`src/rtl/multi_stage_sync.sv`:
```
// Configurable-depth CDC synchroniser with optional stability filter, change pulse and rejected-transition counter.
// Optional Gray-to-binary output port data_bin enabled by defining MULTI_STAGE_SYNC_GRAY_DECODE_EN.
module multi_stage_sync #(
    parameter int              WIDTH      = 4,
    parameter int              STAGES     = 2,
    parameter int              STABLE_CNT = 0,
    parameter int              REJ_W      = 8,
    parameter logic [WIDTH-1:0] RST_VAL   = {WIDTH{1'b0}}
) (
    input  logic             two_clk,
    input  logic             two_rst,
    input  logic [WIDTH-1:0] async_in,
    output logic [WIDTH-1:0] data_out,
    output logic             changed,
    output logic [REJ_W-1:0] rej_cnt
`ifdef MULTI_STAGE_SYNC_GRAY_DECODE_EN
    ,
    output logic [WIDTH-1:0] data_bin
`endif
);

    localparam int               CNT_W   = (STABLE_CNT > 0) ? $clog2(STABLE_CNT + 1) : 1;
    localparam logic [CNT_W-1:0] CNT_MAX = CNT_W'(STABLE_CNT);
    localparam logic [REJ_W-1:0] REJ_MAX = {REJ_W{1'b1}};

`ifdef MULTI_STAGE_SYNC_GRAY_DECODE_EN
    function automatic logic [WIDTH-1:0] gray2bin(input logic [WIDTH-1:0] g);
        logic [WIDTH-1:0] b;
        b[WIDTH-1] = g[WIDTH-1];
        for (int i = WIDTH - 2; i >= 0; i--) begin
            b[i] = b[i+1] ^ g[i];
        end
        return b;
    endfunction

    logic [WIDTH-1:0] data_bin_r;
`endif

    logic [WIDTH-1:0] stage_r [STAGES];
    logic [WIDTH-1:0] sync_s;
    logic [WIDTH-1:0] prev_r;
    logic [CNT_W-1:0] cnt_r;
    logic [CNT_W-1:0] cnt_nxt_s;
    logic [WIDTH-1:0] data_out_r;
    logic             changed_r;
    logic [REJ_W-1:0] rej_cnt_r;
    logic             qualify_s;
    logic             rej_evt_s;

    assign sync_s   = stage_r[STAGES-1];
    assign data_out = data_out_r;
    assign changed  = changed_r;
    assign rej_cnt  = rej_cnt_r;
`ifdef MULTI_STAGE_SYNC_GRAY_DECODE_EN
    assign data_bin = data_bin_r;
`endif

    // Plain flop chain: no logic between stages so each bit resolves metastability independently.
    always_ff @(posedge two_clk or posedge two_rst) begin
        if (two_rst) begin
            for (int k = 0; k < STAGES; k++) begin
                stage_r[k] <= RST_VAL;
            end
        end else begin
            stage_r[0] <= async_in;
            for (int k = 1; k < STAGES; k++) begin
                stage_r[k] <= stage_r[k-1];
            end
        end
    end

    // Stability counter, qualify decision and rejection detection.
    always_comb begin
        qualify_s = 1'b1;
        rej_evt_s = 1'b0;
        cnt_nxt_s = cnt_r;
        if (STABLE_CNT == 0) begin
            qualify_s = 1'b1;
            rej_evt_s = 1'b0;
        end else begin
            qualify_s = (sync_s == prev_r) && (cnt_r == CNT_MAX);
            // A candidate that never reached data_out is being abandoned.
            rej_evt_s = (sync_s != prev_r) && (prev_r != data_out_r);
        end
        if (sync_s != prev_r) begin
            cnt_nxt_s = {CNT_W{1'b0}};
        end else if (cnt_r != CNT_MAX) begin
            cnt_nxt_s = cnt_r + {{(CNT_W-1){1'b0}}, 1'b1};
        end else begin
            cnt_nxt_s = cnt_r;
        end
    end

    // Filter state, published value, change pulse and saturating reject counter.
    always_ff @(posedge two_clk or posedge two_rst) begin
        if (two_rst) begin
            prev_r     <= RST_VAL;
            cnt_r      <= {CNT_W{1'b0}};
            data_out_r <= RST_VAL;
            changed_r  <= 1'b0;
            rej_cnt_r  <= {REJ_W{1'b0}};
`ifdef MULTI_STAGE_SYNC_GRAY_DECODE_EN
            data_bin_r <= gray2bin(RST_VAL);
`endif
        end else begin
            prev_r <= sync_s;
            cnt_r  <= cnt_nxt_s;
            if (qualify_s && (sync_s != data_out_r)) begin
                data_out_r <= sync_s;
                changed_r  <= 1'b1;
`ifdef MULTI_STAGE_SYNC_GRAY_DECODE_EN
                data_bin_r <= gray2bin(sync_s);
`endif
            end else begin
                data_out_r <= data_out_r;
                changed_r  <= 1'b0;
            end
            if (rej_evt_s && (rej_cnt_r != REJ_MAX)) begin
                rej_cnt_r <= rej_cnt_r + {{(REJ_W-1){1'b0}}, 1'b1};
            end else begin
                rej_cnt_r <= rej_cnt_r;
            end
        end
    end

endmodule

```
`config.mk`:
```
export PLATFORM = sky130hd
export DESIGN_NAME = multi_stage_sync
export DESIGN_NICKNAME = d
export VERILOG_FILES = /design/src/rtl/multi_stage_sync.sv
export SDC_FILE = /design/constraint.sdc
export NUM_CORES = 1
export LEC_CHECK = 0
export BUFFER_PORTS_ARGS = -buffer_cell sky130_fd_sc_hd__buf_2
export CORE_AREA = 4 4 41 43
export DETAILED_ROUTE_END_ITERATION = 10
export DIE_AREA = 0 0 45 47
export PLACE_DENSITY_LB_ADDON = 0.05
export SLEW_MARGIN = 20
export SYNTH_ARGS = -nofsm -noshare
export SYNTH_HDL_FRONTEND = slang
export SYNTH_SLANG_ARGS = --single-unit
```
`constraint.sdc`:
```
create_clock -name two_clk -period 0.8 [get_ports two_clk]
set_input_delay 0.04 -clock two_clk [delete_from_list [all_inputs] [get_ports two_clk]]
set_output_delay 0.04 -clock two_clk [all_outputs]
set_load 0.02 [all_outputs]
```
# Word level (Yosys, flattened, before mapping)
# Index checks and enable logic that the tools add are counted.
[classes]
order_cmp = 0
shift = 0
n_div = 0
n_reduce_logical = 0
n_addsub = 0
bitwise_logic = 0
eq_ne = 1
mul = 0
mux = 1
[op_table]
columns = ["op", "count"]
rows = [
  ["4-bit != test", 1],
  ["1-bit 2-to-1 mux", 1],
]
[word_totals]
rom_bits = 0
elab_cells = 6
register_bits = 13
latch_bits = 0
output_inout_bits = 13
mem_bits_rw = 0
inputBits = 6
memories = 0

# Longest topological paths before layout
[logic_depth]
word_depth = 2
mapped_depth = 2
mapped_depth_nobuf = 2

# Least setup slack after synthesis
# OpenSTA, ideal clock, no wires.
[synth_path]
path_kind = "reg-to-reg"
start = "register data_out_r[2] (netlist: data_out[2])"
end = "register changed_r (netlist: changed)"
path_slack_ns = -0.035
synth_period_minus_slack_ns = 0.835
required_time_ns = 0.667
path_stages_with_launch = 3
path_buffers = 0
arrival_ns = 0.702
setup_ns = 0.133
path_cell_list = "dfrtp_1 xnor2_1 nand4_1"
[synth_between]
elab_chain_len = 2
[synth_lines]
columns = ["item", "line_no", "source"]
rows = [
  ["from (decl)", "44", "logic [WIDTH-1:0] data_out_r;"],
  ["from (signal assigned)", "109", "data_out_r <= sync_s;"],
  ["from (signal assigned)", "115", "data_out_r <= data_out_r;"],
  ["4-bit != test", "108", "if (qualify_s && (sync_s != data_out_r)) begin"],
  ["1-bit 2-to-1 mux", "108", ""],
  ["to (signal assigned)", "100", "changed_r <= 1'b0;"],
  ["to (signal assigned)", "110", "changed_r <= 1'b1;"],
  ["to (signal assigned)", "116", "changed_r <= 1'b0;"],
  ["to (decl)", "45", "logic changed_r;"],
]
# Every way passes these cells.
# A chain may end at the register's enable or synchronous reset.

# Final worst setup path
[layout_path]
start = "register data_out_r[3] (netlist: data_out[3])"
end = "output port data_out[3]"
[layout_rtl]
columns = ["item", "line_no", "source"]
rows = [
  ["to (decl)", "13", "output logic [WIDTH-1:0] data_out,"],
]
# No word-level cell between the ends.

==> qor.yml <==
status: "finished, violations left"
failing_checks: "setup timing"
clock_buffer_depth: 2
critical_path_peak_fanout: 2
antenna_cells: 0
synth.cell_area_sq_um: 449
timing.critical_path.max_delay_family: "flip-flops"
die_h_um: 47
tritoncts.num_buffers: 3
critical_path_class: "flip-flop to primary output"
rsz0062_at_grt: "true"
syn-mean-instance-area_sq_um: 14.0
detailedPlace.worstSlack_ps: 3.92
layout-drive-gt1-share_pct: 39.1
peakVddDrop_mv: 0.886
area_delta_synth_final_pct: 30.4
post_drt_wl_per_cell_um: 8.89
via_count: 223
post-cts-setup-buffers: 0
clock_pin_slew_worst_setup_and_hold_paths_ps: 70
critical_path.reg2reg.startpoint: "data_out[2]"
worst_skew_pair.late_latency_ps: 260
global_route.usage.total_pct: 6.69
power.share.combinational_pct: 11.6
worst_setup_start_kind: "flip-flop"
sequential_share_of_the_synthesized_area_pct: 72.4
power_per_cell_area_nw_per_um2: 2100
number_of_port_buffers: 10
layout_worst_path_cycle_share_pct: 107
p_int_mw: 0.948
synth_fa_ha_area_share_pct: 0
detail-route-antenna-nets: 0
crit_path_end_kind: "primary output"
max_stage_delay_cell_worst_path: "sky130_fd_sc_hd__dfrtp_2"
ctsRootBufferMaster: "sky130_fd_sc_hd__clkbuf_4"
netSwitchingPower_mw: 0.283
hold_class: "input pin to asynchronous set/reset pin"
r2r_slack_ps: -10
cpPeakStageDelay_ps: 420
worst_clock_skew_on_the_final_layout_ps: 0.451
path_buf_inv: 1
placed_cells_incl_taps: 52
viasPerCell: 3.66
fp.dieArea_sq_um: 2120
route.detailed.drc: 0
clkSinkCount: 13
drt_iter0_drc: 1
timing.critical_path.cells: "buf_6"
worstRegToRegCells: 2
seqPwrFrac_pct: 57.8
r2r_end: "changed"
final_design_area_no_fill_sq_um: 586
hold_viol: 0
number_of_slew_limit_violations_in_the_final_report: 0
compound_gate_portion_of_the_synthesized_area_pct: 0
gp_routability_congestion: 0.552
initial_core_utilization_pct: 34.5
utilization_pct: 45.0
setup-violations-final: 6
post_route_worst_hold_slack_ps: 266
synth_warnings: 0
antenna_found_initial: 0
fp-row-count: 13
dr.pass1.iters: 3
io_pins: 19
yosys.cell_types.count: 7
grt_first_pass_wirelength_um: 945
worstPathRequired_ps: 760
h_tree_depth: 1
die_w_um: 45
routed_wl_um: 542
postSynthRegisterBits: 13
grt-ovfl-total: 0
max_cap_violations: 0
power_leakage_nw: 0.266
place_area_sq_um: 474
sw_frac_of_total_pct: 23.0
cp_data_arrival_time_ps: 820
synthSimpleGateAreaFrac_pct: 1.39
pwr-share-clk_pct: 30.6
synth-xor-area-share_pct: 7.80
syn-instance-count: 32
core-area_sq_um: 1300
muxShareOfSynthArea_pct: 0
tritoncts_clock_tree: "done"
fmaxAchievable_ghz: 1.16
fin_cells: 61
synth_top_family_by_area: "buffers and inverters"
final.setup.worst_slack_ps: -59.2
final.min_clock_period_ps: 859
number_of_global_route_vias_before_repair: 226
grt_start_max_net_pins: 14
num-nets-final: 53
-- timing repair --
action | 4_1_cts | 5_1_grt
hold buffers | 5 | 0
setup endpoints to repair | 6 | 10
endpoints found under the hold margin | 17 | 0
resized for setup | 10 | 1
-- synthesized netlist by cell type (all sizes together) --
cell type	instances	area [sq um]
inv	1	3.75
conb	1	3.75
clkbuf	4	15.0
dfrtp	13	325
xnor2	4	35.0
nand4	1	6.26
buf	8	60.1
-- layout by cell type, fill, tap and decap left out, drive strengths merged --
cell          n
clkbuf        4
xnor2         4
conb          8
dlygate4sd3   5
dfrtp        13
clkinvlp      1
nand4         1
buf          10
-- power by group through the flow --
stage / sequential (mW) / combinational [mW] / clock [mW]
3_5_place_dp: 0.722 / 0.108 / 0
6_report: 0.711 / 0.143 / 0.377
2_1_floorplan: 0.736 / 0.0960 / 0
5_1_grt: 0.715 / 0.156 / 0.426
3_3_place_gp: 0.720 / 0.107 / 0
4_1_cts: 0.712 / 0.141 / 0.399
-- state kept, by name, indices dropped and copies added (netlist names) --
| register | cells |
|---|---|
| changed | 1 |
| sync_s | 4 |
| data_out | 4 |
| stage_r | 4 |
-- how the worst max path moves through the flow --
stage	to	slack [ps]	startpoint	cells past startpoint
final	data_out[3]	-60	data_out[3]	1
after global routing	data_out[1]	-90	data_out[1]	1
after CTS	data_out[3]	-70	data_out[3]	1
after detailed placement	changed	4	sync_s[2]	2
after global placement	changed	10	sync_s[2]	2
after floorplan	changed	4	data_out[1]	2
-- tightest hold or removal path, cell delays in order --
cell and delay, ps:
sky130_fd_sc_hd__dlygate4sd3_1 530, sky130_fd_sc_hd__buf_2 130, sky130_fd_sc_hd__clkinvlp_4 200
-- per-stage QoR --
stage,TNS (ps),total power [mW]
after floorplan,0,0.832
after global placement,0,0.827
after detailed placement,0,0.829
after CTS,-318,1.25
after global routing,-426,1.30
final,-225,1.23
-- per-layer routing --
layer  GRT usage [%]  routed length (um)
met1            8.19                 216
met2            8.76                 245
met3            2.30                  79
met4            7.02                   0
met5               0                   0
-- area by class of cell --
cell class	instances	area [sq um]
Inverter	1	7.51
Tap cell	15	18.8
Fill cell	130	716
Clock buffer	4	26.3
Sequential cell	13	330
Multi-Input combinational cell	13	71.3
Timing Repair Buffer	15	131
-- cells by family after synthesis --
| logic type | after synthesis |
|---|---|
| and+or+nand+nor | 1 |
| xor gates and xnor gates | 4 |
| other | 1 |
| DFF | 13 |
| buffers and inverters | 13 |
Power figures use the tool's default switching activity.
